**src/rtl/adc_spi_sampler.sv**
```systemverilog
// adc_spi_sampler: shared sck/cs_n SPI reader for N_CH simultaneously-sampled serial ADCs.
// sck is a registered divided clock. The block runs single-shot (trig) or continuous frames.
// Optional per-channel averaging is enabled by defining ADC_SAMPLER_AVG_EN.
module adc_spi_sampler #(
  parameter int unsigned N_CH        = 2,
  parameter int unsigned FRAME_BITS  = 16,
  parameter int unsigned DATA_BITS   = 12,
  parameter int unsigned LEAD_BITS   = 2,
  parameter int unsigned CLK_DIV     = 2,
  parameter int unsigned CS_HIGH_CYC = 4,
  parameter int unsigned AVG_LOG2    = 2
) (
  input  logic                      clk_100,
  input  logic                      reset_n,
  input  logic                      enable,
  input  logic                      mode,
  input  logic                      trig,
  output logic                      sck,
  output logic                      cs_n,
  input  logic [N_CH-1:0]           sdo,
  output logic [N_CH*DATA_BITS-1:0] data,
  output logic                      valid,
  output logic                      busy,
  output logic                      overrun
);

  localparam int unsigned QuietW = $clog2(CS_HIGH_CYC + 1);
  localparam int unsigned DivW   = $clog2(CLK_DIV + 1);
  localparam int unsigned BitW   = $clog2(FRAME_BITS + 1);
  localparam int unsigned MsbIdx = FRAME_BITS - 1 - LEAD_BITS;

  localparam logic [QuietW-1:0] QuietLast = QuietW'(CS_HIGH_CYC - 1);
  localparam logic [DivW-1:0]   DivLast   = DivW'(CLK_DIV - 1);
  localparam logic [BitW-1:0]   BitLast   = BitW'(FRAME_BITS - 1);

  typedef enum logic [1:0] {StIdle, StQuiet, StShift, StDone} state_e;

  state_e                  state_q, state_d;
  logic [QuietW-1:0]       quiet_cnt_q, quiet_cnt_d;
  logic [DivW-1:0]         div_cnt_q, div_cnt_d;
  logic [BitW-1:0]         bit_cnt_q, bit_cnt_d;
  logic                    sck_q, sck_d;
  logic                    sck_rise;
  logic                    frame_done;

  logic [N_CH-1:0][FRAME_BITS-1:0] shreg_q, shreg_d;
  logic [N_CH-1:0][DATA_BITS-1:0]  result;
  logic [N_CH*DATA_BITS-1:0]       data_q, data_d;
  logic                            valid_q, valid_d;
  logic                            overrun_q, overrun_d;

  // Frame sequencer: next state, sck divider and bit counter; enable=0 forces idle
  always_comb begin
    state_d     = state_q;
    quiet_cnt_d = quiet_cnt_q;
    div_cnt_d   = div_cnt_q;
    bit_cnt_d   = bit_cnt_q;
    sck_d       = sck_q;
    sck_rise    = 1'b0;
    frame_done  = 1'b0;
    if (!enable) begin
      state_d     = StIdle;
      quiet_cnt_d = '0;
      div_cnt_d   = '0;
      bit_cnt_d   = '0;
      sck_d       = 1'b0;
    end else begin
      unique case (state_q)
        StIdle: begin
          if (mode || trig) begin
            state_d     = StQuiet;
            quiet_cnt_d = '0;
          end
        end
        StQuiet: begin
          if (quiet_cnt_q == QuietLast) begin
            state_d     = StShift;
            quiet_cnt_d = '0;
            div_cnt_d   = '0;
            bit_cnt_d   = '0;
            sck_d       = 1'b0;
          end else begin
            quiet_cnt_d = quiet_cnt_q + 1'b1;
          end
        end
        StShift: begin
          if (div_cnt_q == DivLast) begin
            div_cnt_d = '0;
            sck_d     = ~sck_q;
            if (!sck_q) begin
              sck_rise = 1'b1;
            end else if (bit_cnt_q == BitLast) begin
              // Falling edge after the last pulse ends the frame; cs_n rises on this edge
              state_d   = StDone;
              bit_cnt_d = '0;
            end else begin
              bit_cnt_d = bit_cnt_q + 1'b1;
            end
          end else begin
            div_cnt_d = div_cnt_q + 1'b1;
          end
        end
        StDone: begin
          frame_done = 1'b1;
          state_d    = mode ? StQuiet : StIdle;
        end
        default: state_d = StIdle;
      endcase
    end
  end

  // Sequencer registers
  always_ff @(posedge clk_100) begin
    if (!reset_n) begin
      state_q     <= StIdle;
      quiet_cnt_q <= '0;
      div_cnt_q   <= '0;
      bit_cnt_q   <= '0;
      sck_q       <= 1'b0;
    end else begin
      state_q     <= state_d;
      quiet_cnt_q <= quiet_cnt_d;
      div_cnt_q   <= div_cnt_d;
      bit_cnt_q   <= bit_cnt_d;
      sck_q       <= sck_d;
    end
  end

  // Per-channel MSB-first capture on each sck rising edge; aborts discard partial frames
  always_comb begin
    shreg_d = shreg_q;
    if (!enable) begin
      shreg_d = '0;
    end else if (sck_rise) begin
      for (int k = 0; k < int'(N_CH); k++) begin
        shreg_d[k] = {shreg_q[k][FRAME_BITS-2:0], sdo[k]};
      end
    end
  end

  // Result field of each channel after dropping the leading bits
  always_comb begin
    for (int k = 0; k < int'(N_CH); k++) begin
      result[k] = shreg_q[k][MsbIdx -: DATA_BITS];
    end
  end

  // The MSB only ever holds a discarded leading bit
  logic [N_CH-1:0] unused_shreg_msb;
  always_comb begin
    for (int k = 0; k < int'(N_CH); k++) begin
      unused_shreg_msb[k] = shreg_q[k][FRAME_BITS-1];
    end
  end

`ifdef ADC_SAMPLER_AVG_EN
  localparam int unsigned AccW    = DATA_BITS + AVG_LOG2;
  localparam int unsigned AvgCntW = (AVG_LOG2 > 0) ? AVG_LOG2 : 1;
  localparam logic [AvgCntW-1:0] AvgLast = AvgCntW'((1 << AVG_LOG2) - 1);

  logic [N_CH-1:0][AccW-1:0] acc_q, acc_d, acc_sum;
  logic [AvgCntW-1:0]        avg_cnt_q, avg_cnt_d;

  // Accumulate 2^AVG_LOG2 frames, then publish the truncated mean and restart
  always_comb begin
    data_d    = data_q;
    valid_d   = 1'b0;
    acc_d     = acc_q;
    avg_cnt_d = avg_cnt_q;
    for (int k = 0; k < int'(N_CH); k++) begin
      acc_sum[k] = acc_q[k] + AccW'(result[k]);
    end
    if (!enable) begin
      acc_d     = '0;
      avg_cnt_d = '0;
    end else if (frame_done) begin
      if (avg_cnt_q == AvgLast) begin
        valid_d   = 1'b1;
        acc_d     = '0;
        avg_cnt_d = '0;
        for (int k = 0; k < int'(N_CH); k++) begin
          data_d[k*DATA_BITS +: DATA_BITS] = DATA_BITS'(acc_sum[k] >> AVG_LOG2);
        end
      end else begin
        acc_d     = acc_sum;
        avg_cnt_d = avg_cnt_q + 1'b1;
      end
    end
  end

  // Accumulator registers
  always_ff @(posedge clk_100) begin
    if (!reset_n) begin
      acc_q     <= '0;
      avg_cnt_q <= '0;
    end else begin
      acc_q     <= acc_d;
      avg_cnt_q <= avg_cnt_d;
    end
  end
`else
  // Every completed frame publishes its results directly
  always_comb begin
    data_d  = data_q;
    valid_d = frame_done;
    if (frame_done) begin
      for (int k = 0; k < int'(N_CH); k++) begin
        data_d[k*DATA_BITS +: DATA_BITS] = result[k];
      end
    end
  end

  logic unused_avg;
  assign unused_avg = ^AVG_LOG2;
`endif

  // Sticky overrun: a single-shot trigger while a frame is in flight
  always_comb begin
    overrun_d = overrun_q;
    if (!enable) begin
      overrun_d = 1'b0;
    end else if (trig && !mode && (state_q != StIdle)) begin
      overrun_d = 1'b1;
    end
  end

  // Datapath and output registers
  always_ff @(posedge clk_100) begin
    if (!reset_n) begin
      shreg_q   <= '0;
      data_q    <= '0;
      valid_q   <= 1'b0;
      overrun_q <= 1'b0;
    end else begin
      shreg_q   <= shreg_d;
      data_q    <= data_d;
      valid_q   <= valid_d;
      overrun_q <= overrun_d;
    end
  end

  assign sck     = sck_q;
  assign cs_n    = (state_q != StShift);
  assign busy    = (state_q != StIdle);
  assign data    = data_q;
  assign valid   = valid_q;
  assign overrun = overrun_q;

endmodule

```
**config.mk**
```make
export PLATFORM = sky130hd
export DESIGN_NAME = adc_spi_sampler
export DESIGN_NICKNAME = d
export VERILOG_FILES = /design/src/rtl/adc_spi_sampler.sv
export SDC_FILE = /design/constraint.sdc
export NUM_CORES = 1
export LEC_CHECK = 0
export ABC_AREA = 1
export BUFFER_PORTS_ARGS = -buffer_cell sky130_fd_sc_hd__buf_4
export CORE_ASPECT_RATIO = 2
export CORE_MARGIN = 2
export CORE_UTILIZATION = 45
export DETAILED_ROUTE_END_ITERATION = 10
export PLACE_DENSITY = 0.66
export SETUP_SLACK_MARGIN = 0.02
export SYNTH_ARGS = -nofsm -noshare
export SYNTH_HDL_FRONTEND = slang
export SYNTH_SLANG_ARGS = --single-unit
```
**constraint.sdc**
```tcl
create_clock -name clk_100 -period 4.8 [get_ports clk_100]
set_clock_uncertainty 0.2 [all_clocks]
set_input_delay 0.48 -clock clk_100 [delete_from_list [all_inputs] [get_ports clk_100]]
set_output_delay 0.48 -clock clk_100 [all_outputs]
set_load 0.05 [all_outputs]
```
## Word-level counts from Yosys, hierarchy flattened

Cells that the tools add are included.

| storage, ports and cells | value |
|---|---|
| bits in registers | 67 |
| bits of input ports | 7 |
| output and inout port bits | 29 |
| word-level logic and storage cells | 67 |

| operators by class | value |
|---|---|
| $add $sub $neg | 3 |
| eq/ne operators | 12 |
| multiplexer cells | 27 |
| bitwise gates (word level) | 1 |
| reductions and logical operators | 14 |

Operator list:

| operator | count |
|---|---|
| 5-bit 2-to-1 mux | 4 |
| 2-bit 2-to-1 mux | 7 |
| 2-bit inequality test (second input constant) | 6 |
| 5-bit case mux with 2 select lines | 1 |
| 1-bit 2-to-1 mux | 9 |
| 2-bit case mux with 4 select lines | 1 |
| 3-bit 2-to-1 mux | 2 |
| 3-bit case mux with 2 select lines | 1 |
| 2-bit AND reduction | 3 |
| 2-bit nonzero test | 3 |
| 5-bit by 1-bit adder with 5-bit output (second input constant) | 1 |
| 5-bit by 4-bit == test with 1-bit output (second input constant) | 1 |
| 5-bit AND reduction | 1 |
| 2-bit by 1-bit == test with 1-bit output (second input constant) | 2 |
| 2-bit == test (second input constant) | 2 |
| 2-bit case mux with 2 select lines | 1 |
| 4-bit AND reduction | 1 |
| 3-bit by 1-bit adder with 3-bit output (second input constant) | 1 |
| 3-bit by 2-bit == test with 1-bit output (second input constant) | 1 |
| 3-bit AND reduction | 1 |
| 2-bit by 1-bit adder with 2-bit output (second input constant) | 1 |
| 1-bit logical AND | 2 |
| 2-bit logical NOT | 1 |
| 1-bit case mux with 2 select lines | 1 |
| 3 further kinds | 3 |

## Depth between registers and ports, before layout

Gate-level depths: netlist of run 1.

| logic depth | value |
|---|---|
| depth after elaboration | 5 |
| gate-level depth with buffers | 9 |
| depth with buffers taken out | 8 |

## Worst setup path after synthesis of run 1

Ideal clock, no wire load.

| timing path | value |
|---|---|
| path kind | reg-to-output |
| from | register state_q[0] |
| to | output port cs_n |
| arrival | 1.124 ns |
| required time | 4.120 ns |
| setup slack | 2.996 ns |
| stages on the path, launching flop included | 5 |
| buffers on the path | 1 |
| cell sequence | dfxtp_1 inv_1 ha_1 buf_6 inv_1 |

| between the ends | value |
|---|---|
| longest elaborated chain between the ends | 1 |

Ends and longest elaborated chain:

| element | RTL line | source |
|---|---|---|
| start, declared | 38 | `state_e state_q, state_d;` |
| start signal, assigned | 115 | `state_q <= StIdle;` |
| start signal, assigned | 121 | `state_q <= state_d;` |
| 2-bit inequality test | 243 | `assign cs_n = (state_q != StShift);` |
| end, declared | 19 | `output logic cs_n,` |

No other way between the ends.

## Worst setup path after layout of run 1

| timing path | value |
|---|---|
| from | register state_q[0] |
| to | register data_q[6] (netlist: data[6]) |

| between the ends | value |
|---|---|
| longest elaborated chain between the ends | 3 |

Ends and longest elaborated chain:

| element | RTL line | source |
|---|---|---|
| 2-bit == test | 68 | `unique case (state_q)` |
| 1-bit 2-to-1 mux | 68 |  |
| 1-bit 2-to-1 mux | 61 | `if (!enable) begin` |
| end signal, assigned | 236 | `data_q <= data_d;` |
| end, declared | 48 | `logic [N_CH*DATA_BITS-1:0] data_q, data_d;` |

No other way between the ends.
A chain may end at the register's enable or synchronous reset.

==> flow_results.xml, run 1 <==
<?xml version="1.0" encoding="UTF-8"?>
<metrics>
  <group name="synthesis">
    <metric name="yosys-top-cells-area" unit="">sky130_fd_sc_hd__dfxtp_1 (50%), sky130_fd_sc_hd__nor2_1 (17%), sky130_fd_sc_hd__o21ai_0 (6.9%), sky130_fd_sc_hd__o21ai_1 (3.9%), sky130_fd_sc_hd__nand2_1 (3.6%)</metric>
    <metric name="synth_compound_area_share" unit="%">13.2</metric>
    <metric name="post_synth_fa_ha_maj_area_fraction" unit="%">3.25</metric>
    <metric name="synth_enable_flop_cells" unit="">0</metric>
    <metric name="synth_ff_type" unit="">sky130_fd_sc_hd__dfxtp_1</metric>
    <metric name="synth_cell_types" unit="">27</metric>
    <metric name="synthDominantAreaCellType" unit="">sky130_fd_sc_hd__dfxtp_1</metric>
    <metric name="ys_warn_count" unit="">0</metric>
    <metric name="synth.cells.most_frequent" unit="">sky130_fd_sc_hd__nor2_1 (123), sky130_fd_sc_hd__dfxtp_1 (67), sky130_fd_sc_hd__o21ai_0 (37)</metric>
    <metric name="synth-seq-area-share" unit="%">49.8</metric>
    <metric name="synth.most_common_cell" unit="">sky130_fd_sc_hd__nor2_1</metric>
    <metric name="synth_top_family_by_area" unit="">simple AND/OR/NAND/NOR gates</metric>
    <metric name="synth_xor_area_share" unit="%">0</metric>
    <metric name="postSynthRegisterBits" unit="">67</metric>
    <metric name="syn_inst" unit="">351</metric>
    <metric name="post_synth_mux_area_share" unit="%">0</metric>
    <metric name="syn-cell-area" unit="sq um">2690</metric>
    <metric name="synthesized_area_per_cell" unit="sq um">7.67</metric>
    <metric name="synth_top_area_share" unit="%">49.8</metric>
    <metric name="async_flop_share" unit="%">0</metric>
    <metric name="synth.net_count" unit="">365</metric>
    <metric name="synth-simple-area-share" unit="%">25.1</metric>
  </group>
  <group name="timing">
    <metric name="maxClockFrequency" unit="GHz">0.447</metric>
    <metric name="timing.final.hold_violations" unit="">0</metric>
    <metric name="timing.max_slew.rel_slack" unit="%">31.5</metric>
    <metric name="min_tclk_post_route" unit="ps">2240</metric>
    <metric name="worst_pin_slew" unit="ps">1030</metric>
    <metric name="final_max_slew_viol_count" unit="">0</metric>
    <metric name="report.final.setup_viol" unit="">0</metric>
    <metric name="hold_slack" unit="ps">197</metric>
    <metric name="final.setup.tns" unit="ps">0</metric>
    <metric name="fin_crit_sh" unit="%">46.6</metric>
    <metric name="setup_repair_after_global_routing_missed_its_margin" unit="">false</metric>
  </group>
  <group name="layout">
    <metric name="area_taken_by_flip_flops_and_latches" unit="sq um">1340</metric>
    <metric name="synthToLayoutAreaGrowth" unit="%">18.6</metric>
    <metric name="antenna_cells" unit="">0</metric>
    <metric name="fillerInstances" unit="">571</metric>
    <metric name="postLayoutCellArea" unit="sq um">3190</metric>
    <metric name="post_route_cells_drive_above_1_share" unit="%">14.8</metric>
    <metric name="multi_input_area" unit="sq um">1120</metric>
    <metric name="post_layout_instance_count_excluding_filler_cells" unit="">446</metric>
    <metric name="nets" unit="">395</metric>
  </group>
  <group name="clock_tree">
    <metric name="clock_slew_at_the_register_clock_pins_of_the_worst_setup_and_hold_paths" unit="ps">50</metric>
    <metric name="insertion_delay" unit="ps">320</metric>
    <metric name="post_cts.repair.setup_buffers" unit="">0</metric>
    <metric name="cts_hold_buffers" unit="">0</metric>
    <metric name="total_cts_buffers" unit="">9</metric>
    <metric name="cts_root_buffer" unit="">sky130_fd_sc_hd__clkbuf_16</metric>
    <metric name="post_cts_resize_count" unit="">0</metric>
    <metric name="clock_tree.buffer_depth" unit="">2</metric>
    <metric name="clock_tree.htree_level_count" unit="">3</metric>
    <metric name="tritoncts" unit="">built</metric>
    <metric name="cts.sink_count" unit="">67</metric>
  </group>
  <group name="pwr">
    <metric name="power.switching_fraction" unit="%">32.0</metric>
    <metric name="internal_portion_of_total_power" unit="mW">1.15</metric>
    <metric name="pwr_density_cell" unit="nW/um^2">527</metric>
    <metric name="ir_worst_vdd" unit="mV">0.377</metric>
    <metric name="switchingPower" unit="uW">538</metric>
    <metric name="share_comb_of_total_power" unit="%">25.8</metric>
    <metric name="power.share.clock" unit="%">38.1</metric>
    <metric name="share_of_power_burned_in_registers" unit="%">36.1</metric>
    <metric name="p_leak" unit="nW">1.48</metric>
  </group>
  <group name="placed_design">
    <metric name="numPlacedInstances" unit="">431</metric>
    <metric name="detailed_place_hpwl" unit="mm">3.50</metric>
    <metric name="placement.io_buffers" unit="">35</metric>
    <metric name="gp_routability_congestion" unit="">0.851</metric>
    <metric name="dpl-instance-area" unit="sq um">2900</metric>
  </group>
  <group name="setup_path">
    <metric name="worst_path_largest_cell_delay" unit="ps">540</metric>
    <metric name="path_class" unit="">flip-flop to flip-flop</metric>
    <metric name="crit_slowest_cell" unit="">sky130_fd_sc_hd__inv_1</metric>
    <metric name="timing.reg2reg.setup_slack" unit="ps">2560</metric>
    <metric name="end_kind" unit="">flip-flop</metric>
    <metric name="crit_path_frequent_cell" unit="">sky130_fd_sc_hd__nor2_1</metric>
    <metric name="crit_path_start_kind" unit="">flip-flop</metric>
    <metric name="cp_data_arrival_time" unit="ps">2250</metric>
    <metric name="crit_path_cell_trace" unit="">ha_1, nand2_1, inv_1, nor2_1, nor2_1</metric>
    <metric name="ff2ff_path_depth" unit="">5</metric>
    <metric name="worstReg2RegEnd" unit="">data[6]</metric>
    <metric name="cp.required" unit="ps">4810</metric>
    <metric name="endpoint" unit="">data[6]</metric>
    <metric name="crit_path_max_fanout" unit="">26</metric>
    <metric name="setup.worst_path.start" unit="">state_q[0]</metric>
    <metric name="critical_path.reg2reg.startpoint" unit="">state_q[0]</metric>
  </group>
  <group name="floorplan">
    <metric name="dieArea" unit="sq um">6650</metric>
    <metric name="die_span_x" unit="microns">58.7</metric>
    <metric name="fp.dieH" unit="microns">113</metric>
    <metric name="io_pins" unit="">36</metric>
    <metric name="floorplan.initialDensity" unit="%">46.7</metric>
    <metric name="core_area" unit="sq um">5760</metric>
    <metric name="fp-row-count" unit="">39</metric>
  </group>
  <group name="run_status">
    <metric name="violations" unit="">DRC</metric>
    <metric name="outcome" unit="">finished, violations left</metric>
  </group>
  <group name="detailed_routing">
    <metric name="iteration_0_drc_markers" unit="">65</metric>
    <metric name="via_count" unit="">2212</metric>
    <metric name="routedWlPerCell" unit="microns">11.4</metric>
    <metric name="via_per_inst" unit="">4.96</metric>
    <metric name="drt_first_pass_iters" unit="">7</metric>
    <metric name="final_antenna_net_count" unit="">0</metric>
    <metric name="drc" unit="">6</metric>
    <metric name="drt-total-wl" unit="mm">5.10</metric>
  </group>
  <group name="global_routing">
    <metric name="grt.overflow.total" unit="">0</metric>
    <metric name="grt_max_degree" unit="">41</metric>
    <metric name="initial_antenna_violation_count" unit="">0</metric>
    <metric name="first_global_vias" unit="">2027</metric>
    <metric name="grt_pass1_wl" unit="mm">8.80</metric>
    <metric name="global_route.usage.total" unit="%">17.1</metric>
  </group>
  <group name="worst_hold_path">
    <metric name="timing.hold.worst.class" unit="">primary input to flip-flop</metric>
  </group>
  <group name="run">
    <metric name="drv.max_cap_violation_count" unit="">0</metric>
  </group>
</metrics>
==> placed cells by master, fill, tap and decap left out <==
cell	n
sky130_fd_sc_hd__nand2_2	1
sky130_fd_sc_hd__or2_2	1
sky130_fd_sc_hd__nand3_2	1
sky130_fd_sc_hd__clkinv_2	1
sky130_fd_sc_hd__o21ai_0	37
sky130_fd_sc_hd__clkbuf_16	9
sky130_fd_sc_hd__o211ai_1	1
sky130_fd_sc_hd__o21bai_1	1
sky130_fd_sc_hd__dfxtp_1	67
sky130_fd_sc_hd__a21oi_1	5
sky130_fd_sc_hd__clkbuf_1	2
sky130_fd_sc_hd__bufinv_16	1
sky130_fd_sc_hd__nand3_1	13
sky130_fd_sc_hd__nor3_4	1
sky130_fd_sc_hd__ha_1	7
sky130_fd_sc_hd__a21oi_2	1
sky130_fd_sc_hd__nor2_1	123
sky130_fd_sc_hd__nand2_1	26
sky130_fd_sc_hd__o21ai_1	21
sky130_fd_sc_hd__inv_2	1
sky130_fd_sc_hd__buf_4	36
sky130_fd_sc_hd__inv_1	24
sky130_fd_sc_hd__a31oi_1	1
sky130_fd_sc_hd__o21ai_2	1
sky130_fd_sc_hd__nand2_4	1
sky130_fd_sc_hd__clkbuf_8	2
==> metrics by stage <==
step,power [mW],utilization (%),worst slack (ps)
2_1_floorplan,0.964,-,3000
3_3_place_gp,1.05,50.3,2550
3_5_place_dp,1.06,50.3,2490
4_1_cts,1.70,55.5,2530
5_1_grt,1.78,55.5,2210
6_report,1.68,55.5,2560
==> final cells by class <==
type,instances,area share [%]
clock buffers,13,8.15
clock inverters,2,1.10
inverters,25,2.94
multi-input cells,242,35.0
flip-flops and latches,67,42.0
well taps,61,2.39
repair buffers,36,8.46
==> cells by family (layout without fill, tap and decap cells) <==
family | after synthesis | after routing
fa+ha+maj | 7 | 7
flops | 67 | 67
simple gates | 167 | 167
compound gates | 68 | 68
buf+inv | 42 | 76
==> registers in the layout (all words and copies together), names as in the netlist <==
signal / cells
valid: 1
div_cnt_q: 2
overrun: 1
sck: 1
state_q: 2
bit_cnt_q: 5
data: 24
result: 24
quiet_cnt_q: 3
shreg_q: 4
==> how the worst min path moves through the flow <==
stage	from	end	depth (start not counted)
finish	sdo[0]	shreg_q[0]	3
global route	sdo[1]	shreg_q[16]	3
CTS	sdo[1]	shreg_q[16]	3
detailed placement	bit_cnt_q[4]	bit_cnt_q[4]	2
global placement	div_cnt_q[1]	div_cnt_q[1]	2
floorplan	div_cnt_q[1]	div_cnt_q[1]	2
==> per-layer routing <==
layer	up-vias	GRT usage [%]	wire [microns]
met5	-	0	0
met4	0	9.39	98
met3	7	4.20	213
met2	45	29.4	2600
met1	989	18.6	2180
li1	1171	-	-
==> worst max-delay path: cells and delay by family (launching register included) <==
kind                     cells  cell delay, ps
AND/OR/NAND/NOR              3             800
buffers and inverters        1             540
flip-flops                   1             360
adder cells (fa/ha/maj)      1             230
==> power by group through the flow <==
| stage | sequential [mW] | combinational [mW] | clock, mW |
|---|---|---|---|
| floorplan | 0.663 | 0.301 | 0 |
| global placement | 0.618 | 0.430 | 0 |
| detailed placement | 0.620 | 0.435 | 0 |
| CTS | 0.608 | 0.437 | 0.657 |
| global route | 0.611 | 0.491 | 0.675 |
| finish | 0.608 | 0.434 | 0.642 |
Power figures use the tool's default switching activity.
==> run 2: changes to the inputs <==
--- a/config.mk
+++ b/config.mk
@@ -5,7 +5,7 @@
 export SDC_FILE = /design/constraint.sdc
 export NUM_CORES = 1
 export LEC_CHECK = 0
-export ABC_AREA = 1
+export ABC_AREA = 0
 export BUFFER_PORTS_ARGS = -buffer_cell sky130_fd_sc_hd__buf_4
 export CORE_ASPECT_RATIO = 2
 export CORE_MARGIN = 2
==> constraint.sdc (replaced) <==
create_clock -name clk_100 -period 2.18 [get_ports clk_100]
set_clock_uncertainty 0.2 [all_clocks]
set_input_delay 0.218 -clock clk_100 [delete_from_list [all_inputs] [get_ports clk_100]]
set_output_delay 0.218 -clock clk_100 [all_outputs]
set_load 0.05 [all_outputs]
==> run 2 against run 1 <==
  * The flow still finishes with violations (DRC)
  * Combinational power fell by 75%
  * Final cell count fell by 6.5%
  * Design area increased by 2.2%
  * Area after synthesis about the same
  * Critical endpoint is now result[5]
  * Largest power group unchanged
  * First-iteration DRC count fell by 17%
  * Global-route usage increased by 0.60 points
  * Sequential cell count stayed put
  * Critical path depth up 1
==> flow_results.xml, run 2 <==
<?xml version="1.0" encoding="UTF-8"?>
<metrics>
  <group name="layout">
    <metric name="antenna_cells" unit="">0</metric>
    <metric name="synthToLayoutAreaGrowth" unit="%">21.1</metric>
    <metric name="nets" unit="">367</metric>
    <metric name="mostFrequentLayoutCells" unit="">sky130_fd_sc_hd__nand2_1 (108), sky130_fd_sc_hd__dfxtp_1 (67), sky130_fd_sc_hd__buf_4 (39)</metric>
    <metric name="post_route_cells_drive_above_1_share" unit="%">18.0</metric>
    <metric name="layout_commonest_cell" unit="">sky130_fd_sc_hd__nand2_1</metric>
    <metric name="postLayoutCellArea" unit="sq um">3260</metric>
  </group>
  <group name="global_routing">
    <metric name="grt_pass1_wl" unit="mm">8.79</metric>
    <metric name="initial_antenna_violation_count" unit="">0</metric>
    <metric name="grt.overflow.total" unit="">0</metric>
    <metric name="first_global_vias" unit="">1969</metric>
    <metric name="global_route.usage.total" unit="%">17.7</metric>
    <metric name="grt_max_degree" unit="">29</metric>
  </group>
  <group name="timing">
    <metric name="maxClockFrequency" unit="GHz">0.497</metric>
    <metric name="report.final.setup_viol" unit="">0</metric>
    <metric name="final_max_slew_viol_count" unit="">0</metric>
    <metric name="final.setup.tns" unit="ps">0</metric>
    <metric name="min_tclk_post_route" unit="ps">2010</metric>
    <metric name="timing.final.hold_violations" unit="">0</metric>
    <metric name="setup_repair_after_global_routing_missed_its_margin" unit="">false</metric>
    <metric name="worst_pin_slew" unit="ps">513</metric>
    <metric name="timing.max_slew.rel_slack" unit="%">65.5</metric>
    <metric name="fin_crit_sh" unit="%">92.3</metric>
  </group>
  <group name="floorplan">
    <metric name="floorplan.initialDensity" unit="%">46.8</metric>
    <metric name="fp-row-count" unit="">39</metric>
    <metric name="dieArea" unit="sq um">6660</metric>
    <metric name="io_pins" unit="">36</metric>
    <metric name="core_area" unit="sq um">5760</metric>
    <metric name="die_span_x" unit="microns">58.7</metric>
    <metric name="fp.dieH" unit="microns">113</metric>
  </group>
  <group name="worst_hold_path">
    <metric name="timing.hold.worst.class" unit="">primary input to flip-flop</metric>
    <metric name="min-delay-start" unit="">enable</metric>
  </group>
  <group name="pwr">
    <metric name="pwr_density_cell" unit="nW/um^2">810</metric>
    <metric name="p_leak" unit="nW">1.19</metric>
    <metric name="ir_worst_vdd" unit="mV">0.477</metric>
  </group>
  <group name="synthesis">
    <metric name="syn_inst" unit="">316</metric>
    <metric name="synth_cell_types" unit="">33</metric>
    <metric name="yosys-top-cells-area" unit="">sky130_fd_sc_hd__dfxtp_1 (50%), sky130_fd_sc_hd__nand2_1 (15%), sky130_fd_sc_hd__a21boi_0 (6.7%), sky130_fd_sc_hd__a21oi_1 (5.8%), sky130_fd_sc_hd__ha_1 (3.3%)</metric>
    <metric name="synth_enable_flop_cells" unit="">0</metric>
    <metric name="ys_warn_count" unit="">0</metric>
    <metric name="synth.most_common_cell" unit="">sky130_fd_sc_hd__nand2_1</metric>
    <metric name="async_flop_share" unit="%">0</metric>
    <metric name="synth.cells.most_frequent" unit="">sky130_fd_sc_hd__nand2_1 (108), sky130_fd_sc_hd__dfxtp_1 (67), sky130_fd_sc_hd__a21oi_1 (31)</metric>
    <metric name="synthesized_area_per_cell" unit="sq um">8.52</metric>
    <metric name="syn-cell-area" unit="sq um">2690</metric>
    <metric name="synth.net_count" unit="">330</metric>
    <metric name="postSynthRegisterBits" unit="">67</metric>
    <metric name="synth_top_area_share" unit="%">49.8</metric>
    <metric name="synth_ff_type" unit="">sky130_fd_sc_hd__dfxtp_1</metric>
    <metric name="synth-seq-area-share" unit="%">49.8</metric>
    <metric name="synthDominantAreaCellType" unit="">sky130_fd_sc_hd__dfxtp_1</metric>
  </group>
  <group name="placed_design">
    <metric name="dpl-instance-area" unit="sq um">2970</metric>
    <metric name="gp_routability_congestion" unit="">0.754</metric>
    <metric name="detailed_place_hpwl" unit="mm">3.69</metric>
    <metric name="placement.io_buffers" unit="">35</metric>
  </group>
  <group name="setup_path">
    <metric name="critical_path.reg2reg.startpoint" unit="">state_q[0]</metric>
    <metric name="end_kind" unit="">flip-flop</metric>
    <metric name="path_class" unit="">flip-flop to flip-flop</metric>
    <metric name="setup.worst_path.start" unit="">state_q[0]</metric>
    <metric name="cp.required" unit="ps">2200</metric>
    <metric name="cp_data_arrival_time" unit="ps">2030</metric>
    <metric name="crit_path_max_fanout" unit="">28</metric>
    <metric name="crit_path_start_kind" unit="">flip-flop</metric>
  </group>
  <group name="detailed_routing">
    <metric name="drc" unit="">3</metric>
    <metric name="final_antenna_net_count" unit="">0</metric>
    <metric name="routedWlPerCell" unit="microns">12.8</metric>
    <metric name="drt_first_pass_iters" unit="">7</metric>
    <metric name="iteration_0_drc_markers" unit="">54</metric>
    <metric name="via_count" unit="">2167</metric>
    <metric name="via_per_inst" unit="">5.20</metric>
    <metric name="drt-total-wl" unit="mm">5.35</metric>
  </group>
  <group name="clock_tree">
    <metric name="cts_root_buffer" unit="">sky130_fd_sc_hd__clkbuf_16</metric>
    <metric name="tritoncts" unit="">built</metric>
    <metric name="clock_slew_at_the_register_clock_pins_of_the_worst_setup_and_hold_paths" unit="ps">50</metric>
    <metric name="cts.sink_count" unit="">67</metric>
    <metric name="insertion_delay" unit="ps">330</metric>
    <metric name="clock_tree.htree_level_count" unit="">3</metric>
    <metric name="clock_tree.buffer_depth" unit="">2</metric>
    <metric name="total_cts_buffers" unit="">9</metric>
  </group>
  <group name="run_status">
    <metric name="outcome" unit="">finished, violations left</metric>
    <metric name="violations" unit="">DRC</metric>
  </group>
  <group name="run">
    <metric name="drv.max_cap_violation_count" unit="">0</metric>
  </group>
</metrics>
## run 2: cell types whose count changed after synthesis, sizes merged, moves of 5 or more
cell	before	now
a21oi	6	37
nand2	28	109
o21ai	59	5
a21boi	0	24
nand3	14	2
nor2	123	6
nand2b	0	5
and2	0	5
inv	25	6
## run 2: final cells by class
| class | instances | area, sq um |
|---|---|---|
| Sequential cell | 67 | 1340 |
| Multi-Input combinational cell | 227 | 1230 |
| Clock inverter | 3 | 15.0 |
| Clock buffer | 11 | 253 |
| Tap cell | 61 | 76.3 |
| Fill cell | 558 | 2490 |
| Inverter | 6 | 22.5 |
| Timing Repair Buffer | 42 | 323 |
## run 2: worst paths after layout
kind / endpoint / slack [ps] / depth (start not counted)
hold reg to reg: shreg_q[17] / 260 / 2
setup reg to reg: result[5] / 170 / 6
setup / recovery: result[5] / 170 / 6
hold / removal: valid / 3 / 2
## run 2: where the power goes
part | switching [mW] | leakage, nW | internal [mW]
registers | 0.00282 | 0.540 | 1.23
clock network | 0.492 | 0.137 | 0.811
logic | 0.0664 | 0.516 | 0.0422
total | 0.561 | 1.19 | 2.08
## run 2: through the flow
stage,worst slack (ps),power (mW),utilization [%],hold slack [ps],cells
2_1_floorplan,289,1.33,-,154,316
3_3_place_gp,242,1.36,51.5,242,400
3_5_place_dp,163,1.36,51.5,252,400
4_1_cts,161,2.67,56.7,8.41,417
5_1_grt,32.3,2.73,56.7,23.2,417
6_report,168,2.64,56.7,2.89,417
## run 2: repair_timing
action / in CTS / in global routing
hold endpoints to repair: 3 / 0
hold buffers: 3 / 0
setup buffers: 0 / 0
endpoints found under the setup margin: 0 / 0
resized for setup: 0 / 0
## run 2: cells by family (layout without fill, tap and decap cells)
logic type,Yosys count,after routing,share of synthesized area (%)
AOI/OAI and AO/OA,76,76,18.6
adders and majority gates,7,7,3.25
and+or+nand+nor,141,141,22.8
DFF,67,67,49.8
buffers and inverters,22,62,4.46
muxes,3,3,1.11
## run 2: critical path: stages (launching register included)
cell and delay, ps:
sky130_fd_sc_hd__dfxtp_1 330, sky130_fd_sc_hd__inv_1 150, sky130_fd_sc_hd__ha_1 340, sky130_fd_sc_hd__and4bb_4 300, sky130_fd_sc_hd__nand2_2 300, sky130_fd_sc_hd__nand2_1 220, sky130_fd_sc_hd__a21oi_2 70
## run 2: layer usage
layer,vias up,global-route usage (%),wire [microns]
met2,37,30.3,2850
met1,997,17.9,2140
met5,-,0,0
met4,0,10.9,157
li1,1121,-,-
met3,12,5.78,200
